`config.mk`:
```
export PLATFORM = sky130hd
export DESIGN_NAME = serial_feeder
export DESIGN_NICKNAME = d
export VERILOG_FILES = /design/src/rtl/serial_feeder.sv
export SDC_FILE = /design/constraint.sdc
export NUM_CORES = 1
export LEC_CHECK = 0
export ABC_AREA = 0
export CAP_MARGIN = 20
export CORE_ASPECT_RATIO = 1.4
export CORE_UTILIZATION = 47
export CTS_BUF_LIST = sky130_fd_sc_hd__clkbuf_16
export CTS_CLUSTER_SIZE = 25
export DETAILED_ROUTE_END_ITERATION = 16
export PLACE_DENSITY_LB_ADDON = 0.05
export SLEW_MARGIN = 40
export SYNTH_ARGS = -nofsm -noshare
export SYNTH_HDL_FRONTEND = slang
export SYNTH_SLANG_ARGS = --single-unit
```
`constraint.sdc`:
```
create_clock -name Clock -period 1.43 [get_ports Clock]
set_input_delay 0.286 -clock Clock [delete_from_list [all_inputs] [get_ports Clock]]
set_output_delay 0.286 -clock Clock [all_outputs]
set_load 0.05 [all_outputs]
```
`src/rtl/serial_feeder.sv`:
```
`default_nettype none
// ============================================================================
//  Module   : serial_feeder
//  Purpose  : Double-buffered parallel-to-serial front end. Accepts WIDTH-bit
//             words over load/ready and streams them one bit per clock onto
//             w, gaplessly for back-to-back words. The line idles at 0.
//  Options  : SERIAL_FEEDER_LSB_FIRST_EN - when defined, words go out LSB
//             first (shift right); otherwise MSB first (shift left).
//  Revision : 1.0 - initial release
// ============================================================================
module serial_feeder #(
  parameter int WIDTH = 8
) (
  input  logic             Clock,
  input  logic             Reset,      // synchronous, active low
  input  logic [WIDTH-1:0] data_in,
  input  logic             load,
  output logic             ready,
  output logic             w,
  output logic             w_valid,
  output logic             word_done,
  output logic             busy
);

  localparam int CNT_W = (WIDTH > 1) ? $clog2(WIDTH) : 1;
  localparam logic [CNT_W-1:0] LAST_BIT = CNT_W'(WIDTH - 1);

  typedef enum logic [0:0] {
    IDLE  = 1'b0,
    SHIFT = 1'b1
  } state_t;

  state_t           state, state_nxt;
  logic [WIDTH-1:0] sh, sh_nxt;
  logic [CNT_W-1:0] cnt, cnt_nxt;
  logic [WIDTH-1:0] hold, hold_nxt;
  logic             hold_full, hold_full_nxt;

  logic             accept;
  logic             last_bit;
  logic             out_bit;
  logic [WIDTH-1:0] sh_shifted;

`ifdef SERIAL_FEEDER_LSB_FIRST_EN
  assign out_bit    = sh[0];
  assign sh_shifted = {1'b0, sh[WIDTH-1:1]};
`else
  assign out_bit    = sh[WIDTH-1];
  assign sh_shifted = {sh[WIDTH-2:0], 1'b0};
`endif

  // ready only looks at registers and Reset, never at load.
  assign ready     = Reset && !hold_full;
  assign accept    = load && ready;
  assign last_bit  = (cnt == LAST_BIT);

  // All outputs are forced low while Reset is held low.
  assign w_valid   = Reset && (state == SHIFT);
  assign w         = w_valid && out_bit;
  assign word_done = w_valid && last_bit;
  assign busy      = Reset && ((state == SHIFT) || hold_full);

  // State register: shifter, bit counter, holding buffer and FSM state.
  always_ff @(posedge Clock) begin
    if (!Reset) begin
      state     <= IDLE;
      sh        <= '0;
      cnt       <= '0;
      hold      <= '0;
      hold_full <= 1'b0;
    end else begin
      state     <= state_nxt;
      sh        <= sh_nxt;
      cnt       <= cnt_nxt;
      hold      <= hold_nxt;
      hold_full <= hold_full_nxt;
    end
  end

  // Next-state logic: load/bypass from IDLE, shift, park a word in hold,
  // and on the last bit reload from hold, bypass a new word, or go idle.
  always_comb begin
    state_nxt     = state;
    sh_nxt        = sh;
    cnt_nxt       = cnt;
    hold_nxt      = hold;
    hold_full_nxt = hold_full;
    case (state)
      IDLE: begin
        if (accept) begin
          sh_nxt    = data_in;
          cnt_nxt   = '0;
          state_nxt = SHIFT;
        end
      end
      SHIFT: begin
        if (!last_bit) begin
          sh_nxt  = sh_shifted;
          cnt_nxt = cnt + CNT_W'(1);
          if (accept) begin
            hold_nxt      = data_in;
            hold_full_nxt = 1'b1;
          end
        end else if (hold_full) begin
          // ready is low here, so no new word can collide with the transfer.
          sh_nxt        = hold;
          hold_full_nxt = 1'b0;
          cnt_nxt       = '0;
        end else if (accept) begin
          sh_nxt  = data_in;
          cnt_nxt = '0;
        end else begin
          sh_nxt    = '0;
          cnt_nxt   = '0;
          state_nxt = IDLE;
        end
      end
      default: begin
        state_nxt = IDLE;
      end
    endcase
  end

endmodule
`default_nettype wire

```
After elaboration in Yosys (flattened, before gate mapping):

Cells that the tools add are included.

* muxes and demuxes: 14
* eq/ne operators: 2
* bitwise gates (word level): 2
* reduce and logical (&&, ||, !) cells: 11
* add/sub/neg operators: 1

Operators with widths (count)
* two-way mux 8 bit: 4
* case mux 8 bit (2 select lines): 1
* logical AND 1 bit: 6
* two-way mux 3 bit: 2
* case mux 3 bit (2 select lines): 1
* two-way mux 1 bit: 5
* adder 3 x 1 -> 3 bit, second input constant: 1
* == test 3 bit, second input constant: 1
* AND reduction 3 bit: 1
* inequality test 2 bit, second input constant: 1
* NOT 1 bit: 2
* case mux 1 bit (2 select lines): 1
* AND reduction 2 bit: 1
* nonzero test 2 bit: 1
* logical NOT 1 bit: 1
* logical OR 1 bit: 1

* register bits: 21

Logic depth before layout (Yosys ltp):

* depth in word-level cells: 7
* depth in mapped cells: 7

Least setup slack after synthesis:

No wires, ideal clock.

* kind: input-to-output
* start point: input port Reset
* end point: output port ready
* stages: 3
* data arrival time: 1.365 ns
* required time: 1.144 ns
* setup slack: -0.221 ns
* buffers on the path: 2
* cell sequence: buf_4 > clkbuf_1 > nor2b_1

* cells in the longest elaborated chain, start to end: 1

RTL lines
* start: declaration: RTL line 15 `input logic Reset,`
* logical AND 1 bit: RTL line 53 `assign ready = Reset && !hold_full;`
* end: declaration: RTL line 18 `output logic ready,`

Every way passes these cells.

Worst setup path in the final report:

* start point: register cnt[1]
* end point: output port word_done

* cells in the longest elaborated chain, start to end: 2

RTL lines
* start: declaration: RTL line 35 `logic [CNT_W-1:0] cnt, cnt_nxt;`
* start signal: assignment: RTL line 74 `cnt <= cnt_nxt;`
* == test 3 bit: RTL line 55 `assign last_bit = (cnt == LAST_BIT);`
* logical AND 1 bit: RTL line 60 `assign word_done = w_valid && last_bit;`
* end: declaration: RTL line 21 `output logic word_done,`

Every way passes these cells.

==> summary.txt <==
Run status
  – Outcome: complete, but fails checks
  – Failing checks: design-rule violations, negative setup slack

Critical path
  – Max FO, Critical Path: 3
  – Startpoint types: flop
  – Crit path DAT: 1190 ps
  – Req. time, crit path: 1140 ps
  – Critical Path End Type: output port
  – Cell Chain, Critical Path: ha_4 > ha_4 > and3_4 > buf_12
  – Worst path max stage delay: 330 ps
  – Cell mode on critical path: ha_4
  – Cell with the largest stage delay on the worst path: dfxtp_2
  – Crit path kind: reg2out

Detailed routing
  – Max Used Layer: met4
  – Met2 routed WL: 1.316 mm
  – DR iter-0 viols: 43
  – M1 wire length: 1.251 mm
  – WL per Instance: 14.96 um
  – DRT Wirelength: 2.678 mm
  – Vias: 1,021
  – DR vias/cell: 5.704
  – Antenna viol nets, final: 0
  – Routed wl met3: 49 um
  – 1st-pass router iterations: 11
  – # DRC: 2

Power and ir drop
  – P_leak: 0.0006175 uW
  – Switching Share: 0.2517
  – PD cells: 967.0 nW/um^2
  – Clock share of power: 0.379
  – Int Pwr: 1175 uW
  – Psw: 395.3 uW
  – Gate power share: 0.210
  – VDD IR max: 0.0008440 V
  – Flop pwr share: 0.410

Place
  – Hpwl dp: 1.673 mm
  – Routability cong.: 0.7439
  – Dpl cells: 167
  – Post-DP Area: 1413 sq um
  – Number of buffers added on ports: 15

GRT
  – Largest net degree at the start of global routing: 21
  – Gr usage total: 0.2200
  – Vias in the first global route: 920
  – Initial antenna violation count: 0
  – First-pass GRT wire length: 4.271 mm
  – Total congestion overflow: 0

Timing
  – Max-slew violations: 0
  – Worst Skew: 6.517 ps
  – RSZ-0062 raised after global routing: yes
  – # setup viols final: 9
  – Fmax: 676.5 MHz
  – Tmin final: 1478 ps
  – Sum Neg Setup Slack: -187.9 ps
  – Final period util: 1.034
  – Final hold violations: 0
  – Worst-Margin Slew: 283.5 ps
  – Slew headroom: 0.8110
  – Worst Setup Slack, final: -48.19 ps

Die
  – Rows: 20
  – Total I/O pin count: 16
  – Die X: 43.35 um
  – Die height: 59.89 um
  – Initial core utilization: 0.5051
  – Die ar.: 2596 sq um
  – Core area: 2227 sq um

Synthesis
  – Post-synthesis register bit count: 21
  – Yosys Warn Count: 0
  – Primary FF master, synth: dfxtp_1
  – Async SR Flop Fraction: 0
  – Register area share after synthesis: 0.3737
  – Synthesized Nets: 139
  – Mapped Area: 1125 sq um
  – Post-Syn Instances: 126
  – Netlist cell types: 27
  – Average instance area after synthesis: 8.927 sq um
  – Post-synth EDFFs: 0

Hold path
  – Hold crit path type: in2reg

Clocking
  – Clk buf depth: 2
  – CTS H-Tree Depth: 1
  – CTS tree: done
  – Root Driver: clkbuf_16
  – Clk slew on worst S/H paths: 60 ps
  – Clk_lat worst skew: 250 ps
  – CTS Buf Count: 3
  – Clock sinks: 21

Final layout
  – Share of cells above drive strength 1: 0.2803
  – Final instance area: 1624 sq um
  – Final core utilization: 0.7292
  – Nets: 171
  – Area delta synth->final: 44.38%
  – Non-Filler Instances: 179
  – Ant diodes: 0

Run
  – Max Cap Violations: 0
==> state kept, by name, summed over array words and instances, names as in the netlist <==
signal,count
cnt,3
sh,8
state,1
hold,8
hold_full,1
==> kinds of logic (layout without fill, tap and decap cells) <==
group | Yosys count | after routing | share of synthesized area
buffers and inverters | 11 | 42 | 0.06116
AO/OA/AOI/OAI | 38 | 38 | 0.2191
adder cells (fa/ha/maj) | 2 | 2 | 0.02224
multiplexers | 9 | 9 | 0.08009
flip-flops | 21 | 21 | 0.3737
AND/OR/NAND/NOR | 45 | 45 | 0.2436
==> timing repair <==
| item | 4_1_cts | 5_1_grt |
|---|---|---|
| hold buffers | 0 | 0 |
| pin swaps | 2 | 4 |
| buffers inserted | 3 | 7 |
| hold endpoints to repair | 0 | 0 |
| resized for setup | 10 | 17 |
| setup endpoints to repair | 17 | 20 |
==> critical path: cells and delay by family, from the launching register on <==
family | cells | cell delay (ps)
adders and majority gates | 2 | 320
DFF | 1 | 330
and+or+nand+nor | 1 | 150
buffers and inverters | 1 | 140
==> synthesized netlist by cell type, types with 3 or more instances <==
| master | count | share of area |
|---|---|---|
| nand2_1 | 9 | 0.030 |
| a21oi_1 | 3 | 0.013 |
| and2b_1 | 3 | 0.020 |
| o21ai_0 | 7 | 0.031 |
| nand3b_1 | 7 | 0.047 |
| nor2b_1 | 17 | 0.095 |
| mux2i_1 | 9 | 0.080 |
| a21o_1 | 8 | 0.053 |
| buf_2 | 3 | 0.013 |
| dfxtp_1 | 21 | 0.37 |
| buf_4 | 3 | 0.020 |
| a31oi_1 | 14 | 0.078 |
==> cell type report <==
cell class | instances | area [sq um]
fill | 173 | 603.1
inverter | 1 | 6.256
clock inverter | 1 | 5.005
tap | 22 | 27.53
clock buffer | 3 | 75.07
multi-input combinational | 94 | 684.4
sequential | 21 | 422.9
timing repair buffer | 37 | 402.9
==> routing by layer <==
metal  vias to the layer above  track usage
met1                       484       0.2695
met5                         -            0
li1                        513            -
met4                         0       0.1205
met2                        18       0.3701
met3                         6      0.02719
==> worst paths after layout <==
kind | start | to | slack [ps] | cells past startpoint
worst max-delay path | cnt[1]$_SDFFE_PN0P_ | word_done | -50 | 4
worst min-delay path | load | hold_full$_SDFFE_PN0P_ | 380 | 3
worst max register to register | cnt[1]$_SDFFE_PN0P_ | hold[2]$_SDFFE_PN0P_ | -30 | 7
worst min register to register | sh[7]$_SDFFE_PN0P_ | sh[7]$_SDFFE_PN0P_ | 510 | 2
==> through the flow <==
step	setup slack (ps)	hold slack (ps)	power, uW
2_1_floorplan	0.7379	445.9	821.9
3_3_place_gp	-251.1	486.9	937.5
3_5_place_dp	-283.4	499.4	941.1
4_1_cts	-49.56	520.7	1540
5_1_grt	-94.81	410.9	1631
6_report	-48.19	377.1	1571
==> power by group through the flow <==
stage	clock (uW)	sequential (uW)	combinational, uW
2_1_floorplan	0	649	173
4_1_cts	598	642	300
6_report	596	645	330
3_5_place_dp	0	652	289
5_1_grt	629	648	353
3_3_place_gp	0	651	286
==> layout by cell type (no fill, tap or decap), types with 3 or more instances in the layout <==
master,instances
dfxtp_1,19
buf_4,17
nor2b_1,16
a31oi_1,13
mux2i_1,9
nand2_1,8
a21o_1,8
clkdlybuf4s50_1,8
nand3b_1,7
o21ai_1,7
buf_12,6
a21oi_1,3
clkbuf_16,3
Power figures use the tool's default switching activity.
